==> config.mk <==
export PLATFORM = sky130hd
export DESIGN_NAME = z16_fetch_unit
export DESIGN_NICKNAME = d
export VERILOG_FILES = /design/src/rtl/z16_defs.sv /design/src/rtl/z16_fetch_queue.sv /design/src/rtl/z16_fetch_unit.sv
export SDC_FILE = /design/constraint.sdc
export NUM_CORES = 1
export LEC_CHECK = 0
export ABC_AREA = 1
export BUFFER_PORTS_ARGS = -buffer_cell sky130_fd_sc_hd__buf_2
export CORE_MARGIN = 1.5
export CORE_UTILIZATION = 50
export DETAILED_ROUTE_END_ITERATION = 10
export PLACE_DENSITY = 0.81
export SLEW_MARGIN = 5
export SYNTH_ARGS = -nofsm -noshare
export SYNTH_HDL_FRONTEND = slang
export SYNTH_SLANG_ARGS = --single-unit
==> constraint.sdc <==
create_clock -name i_clk -period 3.6 [get_ports i_clk]
set_input_delay 0 -clock i_clk [delete_from_list [all_inputs] [get_ports i_clk]]
set_output_delay 0 -clock i_clk [all_outputs]
set_load 0.01 [all_outputs]
==> src/rtl/z16_defs.sv <==
// Shared Z16 constants, fetch FSM encodings and the prefetch entry layout.
package z16_defs;
  localparam int Z16_XLEN        = 16;
  localparam int Z16_INSTR_BYTES = 2;
  localparam logic [Z16_XLEN-1:0] Z16_NOP = 16'h0000;

  typedef enum logic {
    RUN   = 1'b0,
    FLUSH = 1'b1
  } fetch_state_t;

  typedef struct packed {
    logic [Z16_XLEN-1:0] pc;
    logic [Z16_XLEN-1:0] instr;
  } fetch_entry_t;
endpackage

==> src/rtl/z16_fetch_queue.sv <==
// Prefetch FIFO holding {pc, instr} pairs; flush clears it in one cycle.
module z16_fetch_queue #(
  parameter int DEPTH = 4,
  parameter int WIDTH = 32
) (
  input  logic                   clk,
  input  logic                   rst,
  input  logic                   flush,
  input  logic                   push,
  input  logic                   pop,
  input  logic [WIDTH-1:0]       wdata,
  output logic [WIDTH-1:0]       rdata,
  output logic [$clog2(DEPTH):0] count,
  output logic                   full,
  output logic                   empty
);
  localparam int PW = $clog2(DEPTH);

  logic [WIDTH-1:0] mem [DEPTH];
  logic [PW-1:0]    rd_ptr;
  logic [PW-1:0]    wr_ptr;

  // Storage is not reset; only the pointers and count define what is valid.
  always_ff @(posedge clk) begin
    if (push) mem[wr_ptr] <= wdata;
  end

  always_ff @(posedge clk) begin
    if (rst || flush) begin
      rd_ptr <= '0;
      wr_ptr <= '0;
      count  <= '0;
    end else begin
      if (push) wr_ptr <= wr_ptr + PW'(1);
      if (pop)  rd_ptr <= rd_ptr + PW'(1);
      case ({push, pop})
        2'b10:   count <= count + (PW+1)'(1);
        2'b01:   count <= count - (PW+1)'(1);
        default: count <= count;
      endcase
    end
  end

  assign rdata = mem[rd_ptr];
  assign full  = (count == (PW+1)'(DEPTH));
  assign empty = (count == '0);
endmodule

==> src/rtl/z16_fetch_unit.sv <==
// Z16 fetch sequencer: owns the fetch PC, fills the prefetch queue, handles redirects.
// Optional performance counters are enabled with the Z16_FETCH_PERF_EN macro.
module z16_fetch_unit
  import z16_defs::*;
#(
  parameter logic [Z16_XLEN-1:0] RESET_PC = 16'h0000,
  parameter int                  DEPTH    = 4
) (
  input  logic                i_clk,
  input  logic                i_rst,
  output logic [Z16_XLEN-1:0] o_imem_addr,
  input  logic [Z16_XLEN-1:0] i_imem_instr,
  input  logic                i_redirect,
  input  logic [Z16_XLEN-1:0] i_redirect_addr,
  output logic                o_valid,
  input  logic                i_ready,
  output logic [Z16_XLEN-1:0] o_instr,
  output logic [Z16_XLEN-1:0] o_instr_pc
`ifdef Z16_FETCH_PERF_EN
  ,
  output logic [15:0]         o_stall_cnt,
  output logic [15:0]         o_flush_cnt
`endif
);
  logic [Z16_XLEN-1:0]    pc;
  fetch_state_t           state;
  logic                   push;
  logic                   pop;
  logic [31:0]            q_rdata;
  logic [$clog2(DEPTH):0] q_count;
  logic                   q_full;
  logic                   q_empty;
  fetch_entry_t           head;

  // A full queue still accepts a new entry when the head leaves this cycle.
  assign pop  = o_valid & i_ready;
  assign push = !i_redirect & (!q_full | pop);

  z16_fetch_queue #(
    .DEPTH (DEPTH),
    .WIDTH (32)
  ) u_queue (
    .clk   (i_clk),
    .rst   (i_rst),
    .flush (i_redirect),
    .push  (push),
    .pop   (pop),
    .wdata ({pc, i_imem_instr}),
    .rdata (q_rdata),
    .count (q_count),
    .full  (q_full),
    .empty (q_empty)
  );

  always_comb assert (q_empty == (q_count == '0));

  assign head        = fetch_entry_t'(q_rdata);
  assign o_valid     = !q_empty;
  assign o_instr     = o_valid ? head.instr : Z16_NOP;
  assign o_instr_pc  = o_valid ? head.pc    : Z16_NOP;
  assign o_imem_addr = pc;

  always_ff @(posedge i_clk) begin
    if (i_rst)           pc <= RESET_PC;
    else if (i_redirect) pc <= {i_redirect_addr[Z16_XLEN-1:1], 1'b0};
    else if (push)       pc <= pc + Z16_XLEN'(Z16_INSTR_BYTES);
  end

  // FLUSH marks the bubble cycle right after a redirect.
  always_ff @(posedge i_clk) begin
    if (i_rst) begin
      state <= RUN;
    end else begin
      case (state)
        RUN:     state <= i_redirect ? FLUSH : RUN;
        FLUSH:   state <= i_redirect ? FLUSH : RUN;
        default: state <= RUN;
      endcase
    end
  end

`ifdef Z16_FETCH_PERF_EN
  always_ff @(posedge i_clk) begin
    if (i_rst) begin
      o_stall_cnt <= '0;
      o_flush_cnt <= '0;
    end else begin
      if (o_valid && !i_ready && o_stall_cnt != 16'hFFFF) o_stall_cnt <= o_stall_cnt + 16'd1;
      if (i_redirect && o_flush_cnt != 16'hFFFF)          o_flush_cnt <= o_flush_cnt + 16'd1;
    end
  end
`endif
endmodule

======== Word level (Yosys, flattened, before mapping) ========
Memory sizes are Yosys's and may differ from the RTL's. A register that Yosys moved wholly into a read port is not among the register bits.
Cells that the tools add are included.
cells by class
  $add $sub $neg .......................... 5
  equality and inequality tests ........... 3
  mux-type cells .......................... 9
  bitwise operators ....................... 3
  reductions and logical operators ........ 8
operator list
  cell                                                 count
  two-way mux 16 bit                                   4
  adder 16 x 2 -> 16 bit, second input constant        1
  case mux 3 bit (2 select lines)                      1
  adder 2 x 1 -> 2 bit, second input constant          2
  two-way mux 2 bit                                    2
  nonzero test 2 bit                                   2
  adder 3 x 1 -> 3 bit, second input constant          1
  equality test 3 bit, second input constant           1
  logical NOT 1 bit                                    3
  logical NOT 3 bit                                    1
  subtractor 3 x 1 -> 3 bit, second input constant     1
  AND 1 bit                                            2
  equality test 2 x 1 -> 1 bit, second input constant  1
  equality test 2 bit, second input constant           1
  two-way mux 1 bit                                    2
  OR reduction 2 bit                                   1
  logical OR 1 bit                                     1
  bitwise OR 1 bit                                     1
word-level totals
  bits in registers ....................... 23
  bits in writable memories ............... 128
  bits of input ports ..................... 36
  output and inout port bits .............. 49
  logic and storage cells ................. 34
  memories ................................ 1
memories
  name         words  bits a word  read ports  clocked after memory_dff  wr ports  RTL line               text
  u_queue.mem  4      32           1           1                         1         z16_fetch_queue.sv:19  logic [WIDTH-1:0] mem [DEPTH];

======== Depth between registers and ports, before layout ========
  depth in word-level cells ............... 7
  mapped depth ............................ 11
  mapped depth without buffers ............ 11

======== Hierarchy ========
From an unflattened synthesis, not the netlist that was laid out.
second synthesis, totals
  cells, all modules ...................... 590
  area total of the unflattened synthesis .. 6502.5 um^2
modules (own cells, without submodules)
  module           times used  cells an instance  area an instance (um^2)  sequential area each (um^2)
  z16_fetch_queue  1           368                5226.3                   4023.9
  z16_fetch_unit   1           222                1276.2                   300.3

======== Least setup slack after synthesis ========
No wires, ideal clock.
  kind .................................... flip-flop to flip-flop
  start point ............................. reg u_queue.count[0]
  end point ............................... mem u_queue.mem[0][0], enable pin
  library setup time ...................... 419 ps
  arrival time ............................ 2089 ps
  data required time ...................... 3181 ps
  setup slack ............................. 1092 ps
  stages on the path, launching flop included .. 5
  buffers on the path ..................... 0
  clock period less this slack ............ 2508 ps
  cell sequence ........................... dfxtp_1 nor2_4 a21oi_4 inv_2 nor2_1
between the ends
  cells in the longest elaborated chain, start to end .. 7
  elaborated cells between the ends (all ways) .. 9
  those cells by class .................... eq/ne (1); mux (2); bitwise (3); reduce/logical (3)
RTL lines
  element                                    RTL line               text
  start, declared                            z16_fetch_queue.sv:13  output logic [$clog2(DEPTH):0] count,
  start signal, assigned                     z16_fetch_queue.sv:37  2'b10: count <= count + (PW+1)'(1);
  start signal, assigned                     z16_fetch_queue.sv:38  2'b01: count <= count - (PW+1)'(1);
  start signal, assigned                     z16_fetch_queue.sv:39  default: count <= count;
  logical NOT 3 bit                          z16_fetch_queue.sv:46  assign empty = (count == '0);
  logical NOT 1 bit                          z16_fetch_unit.sv:58   assign o_valid = !q_empty;
  AND 1 bit                                  z16_fetch_unit.sv:36   assign pop = o_valid & i_ready;
  bitwise OR 1 bit *                         z16_fetch_unit.sv:37   assign push = !i_redirect & (!q_full | pop);
  AND 1 bit *                                z16_fetch_unit.sv:37
  two-way mux 1 bit *                        z16_fetch_queue.sv:25  if (push) mem[wr_ptr] <= wdata;
  two-way mux 1 bit (implied by the code) *  z16_fetch_queue.sv:25
  end, declared                              z16_fetch_queue.sv:19
Mark *: on every way between the ends. The rest lies on a longest branch, timed or not.

==> metrics.txt <==
H-Tree Depth 4; Final Non-Filler Cells 882; WS Path Type reg -> out; crit end category output port; Clock Latency Late Sink 0.41 ns; Gate Count Post-Synth 585; 1st-iter DRT viols 338; RSZ-0062 raised after global routing false; sequential fraction of the synthesis area 67.3%; largest net degree at the start of global routing 63; clk slew on worst S/H paths 0.05 ns; first-pass GRT wire length 23,300 um; n_diodes 0; part of the power in combinational logic 8.4%; Multi-input gate area 1790 um2; Routed Antenna Nets 0; maximum clock frequency 0.374 GHz; Async SR Flop Fraction 0%; initial antenna violation count 0; CP Data Required Time 3.60 ns; area growth from synthesis to layout 23.7%; Placeable Area 12,100 um2; Slowest cell on crit path inv_1; Yosys Warn Count 0; Post-synth EDFFs 124; Yosys reg bits 148; clock buffer count from CTS 17; Final GP Congestion 0.851; Reg area 4210 um2; switch share 23.0%; hpwl dp 8410 um; Mapped Area 6250 um2; Post-CTS Setup Inserts 0; vias per inst 5.41; total congestion overflow 0; Ports 85; Hold Violations, Final 0; total negative slack 0 ns; die outline width 115 um; ys flop type edfxtp_1; status complete, no violations; clock sinks 148; Sequential Power Share 50.8%; DR DRC count 0; Max-Cap Viols 0; worst-path fanout max 32; Slew Limit Headroom 19.5%; initial core utilization 51.6%; Critical Path, Cell by Cell buf_4, inv_1, nor2_1, o21ai_0, a21oi_1, buf_2; CTS tree done; Total Wirelength 15,100 um; VDD IR max 0.306 mV; Hold WC Path Type in -> reg; Slew Limit Fails 0; DR vias 4,769; # fillers 923; syn_area_per_cell 10.7 um2; Layout Nets 747; number of global-route vias before repair 4,877; die footprint 13,200 um2; Leak 2.94 nW; Internal 2.97 mW; measured slew at the worst slew-check pin 1.21 ns; post-route minimum period 2.68 ns; clk buf depth 2; drt first pass iters 6; GRT Util Overall 23.7%; Root Buffer clkbuf_16; PwrDens 500 nW/um2; critical path data arrival time 2.68 ns; NetSw 0.888 mW; number of placed instances, taps included 813; Final Cycle Share 74.4%; clock skew 0.00544 ns; IO Port Bufs 81; final setup fails 0; Synth cell types 32; startpoint types flop; Avg WL per Cell 17.1 um; die span in y 115 um; clock power share 40.8%; layout cells sized above 1 18.5%; # rows 40; Worst path max stage delay 0.64 ns
-- cells in the mapped netlist, types with 2 or more instances --
master | n | area share, %
xor2_1 | 2 | 0.28
nor2_2 | 3 | 0.30
nor2_4 | 3 | 0.54
buf_4 | 3 | 0.36
nand3_1 | 18 | 1.4
nand4_1 | 5 | 0.50
o21bai_1 | 3 | 0.36
a21oi_1 | 49 | 3.9
buf_2 | 11 | 0.88
a31oi_1 | 5 | 0.50
o21ai_1 | 5 | 0.40
nor2_1 | 140 | 8.4
dfxtp_1 | 24 | 7.7
ha_1 | 6 | 1.2
nand2_1 | 52 | 3.1
inv_2 | 4 | 0.24
inv_1 | 33 | 2.0
clkbuf_1 | 12 | 0.72
edfxtp_1 | 124 | 60
o21ai_0 | 71 | 5.7
-- stage by stage --
stage          setup WS [ns]  power, mW  hold WS, ns  area (um2)  utilization [%]
5_1_grt                0.819       3.98       0.0386        7720             63.8
3_5_place_dp            1.24       2.28        0.215        6800             56.2
3_3_place_gp            1.27       2.26        0.212        6800             56.2
6_report               0.923       3.86       0.0160        7720             63.8
2_1_floorplan           1.09       2.15       0.0694        6250                -
4_1_cts                0.994       3.86      0.00847        7720             63.8
-- power by group through the flow --
stage	Clock, mW	Sequential, mW	Combinational (mW)
floorplan	0	1.99	0.169
global placement	0	1.99	0.269
detailed placement	0	2.00	0.282
CTS	1.58	1.96	0.319
global route	1.66	1.97	0.354
finish	1.58	1.96	0.323
-- cells in the final DEF (no fill, tap or decap), types with 2 or more instances in the layout --
cell	instances
edfxtp_1	124
clkbuf_1	2
clkinv_1	2
nor2_4	7
buf_4	6
clkinv_2	3
clkinvlp_4	3
o21bai_1	3
buf_2	81
dlygate4sd3_1	40
o21ai_0	71
ha_1	6
dfxtp_1	23
a31oi_1	5
nand4_1	5
inv_1	33
clkbuf_16	17
nand3_1	18
nor2_2	3
a21oi_1	49
inv_2	4
xor2_1	2
conb_1	2
o21ai_1	5
nor2_1	136
nand2_1	52
-- registers in the layout (all words and copies together) (netlist names), named ones only --
register and flops:
u_queue.rd_ptr 2, u_queue.wr_ptr 2, u_queue.mem 124, o_imem_addr 15
u_queue.count 3
-- layout make-up --
cell class	instances	area share (%)
clock buffers	19	5.60
clock inverters	10	1.13
inverters	38	1.86
multi-input cells	372	23.2
flip-flops and latches	148	54.4
well taps	168	2.72
repair buffers	127	11.0
-- critical path, delay by kind of cell, from the launching register on --
family          cells  cell delay (ns)
compound gates      2             0.42
flops               1             0.32
simple gates        1             0.30
buf+inv             3             1.19
-- cell families after synthesis --
logic type / Yosys count / synth area share, %
and+or+nand+nor: 224 / 14.8
DFF: 148 / 67.3
AOI/OAI and AO/OA: 136 / 11.4
buffers and inverters: 66 / 4.53
adders and majority gates: 7 / 1.52
xor gates and xnor gates: 3 / 0.421
other: 1 / 0.0600
-- metal layers --
| metal | up-vias | GRT usage (%) | wire length, um |
|---|---|---|---|
| met5 | - | 0 | 0 |
| met3 | 21 | 6.17 | 1000 |
| li1 | 2258 | - | - |
| met1 | 2263 | 27.5 | 5980 |
| met2 | 227 | 43.0 | 7930 |
| met4 | 0 | 7.90 | 177 |
-- final timing paths --
| kind | startpoint | to | slack, ns | cells past startpoint |
|---|---|---|---|---|
| setup / recovery | flop | o_instr[2] | 0.92 | 6 |
| setup reg to reg | u_queue.count[0] | u_queue.mem[3][20] | 1.23 | 5 |
| hold / removal | i_ready | o_imem_addr[2] | 0.02 | 4 |
| hold reg to reg | u_queue.rd_ptr[1] | u_queue.rd_ptr[1] | 0.47 | 2 |
-- what timing repair did --
item,4_1_cts,5_1_grt
endpoints found under the hold margin,79,0
hold buffers,40,0
gates resized for setup,0,0
(Power assumes the default switching activity.)
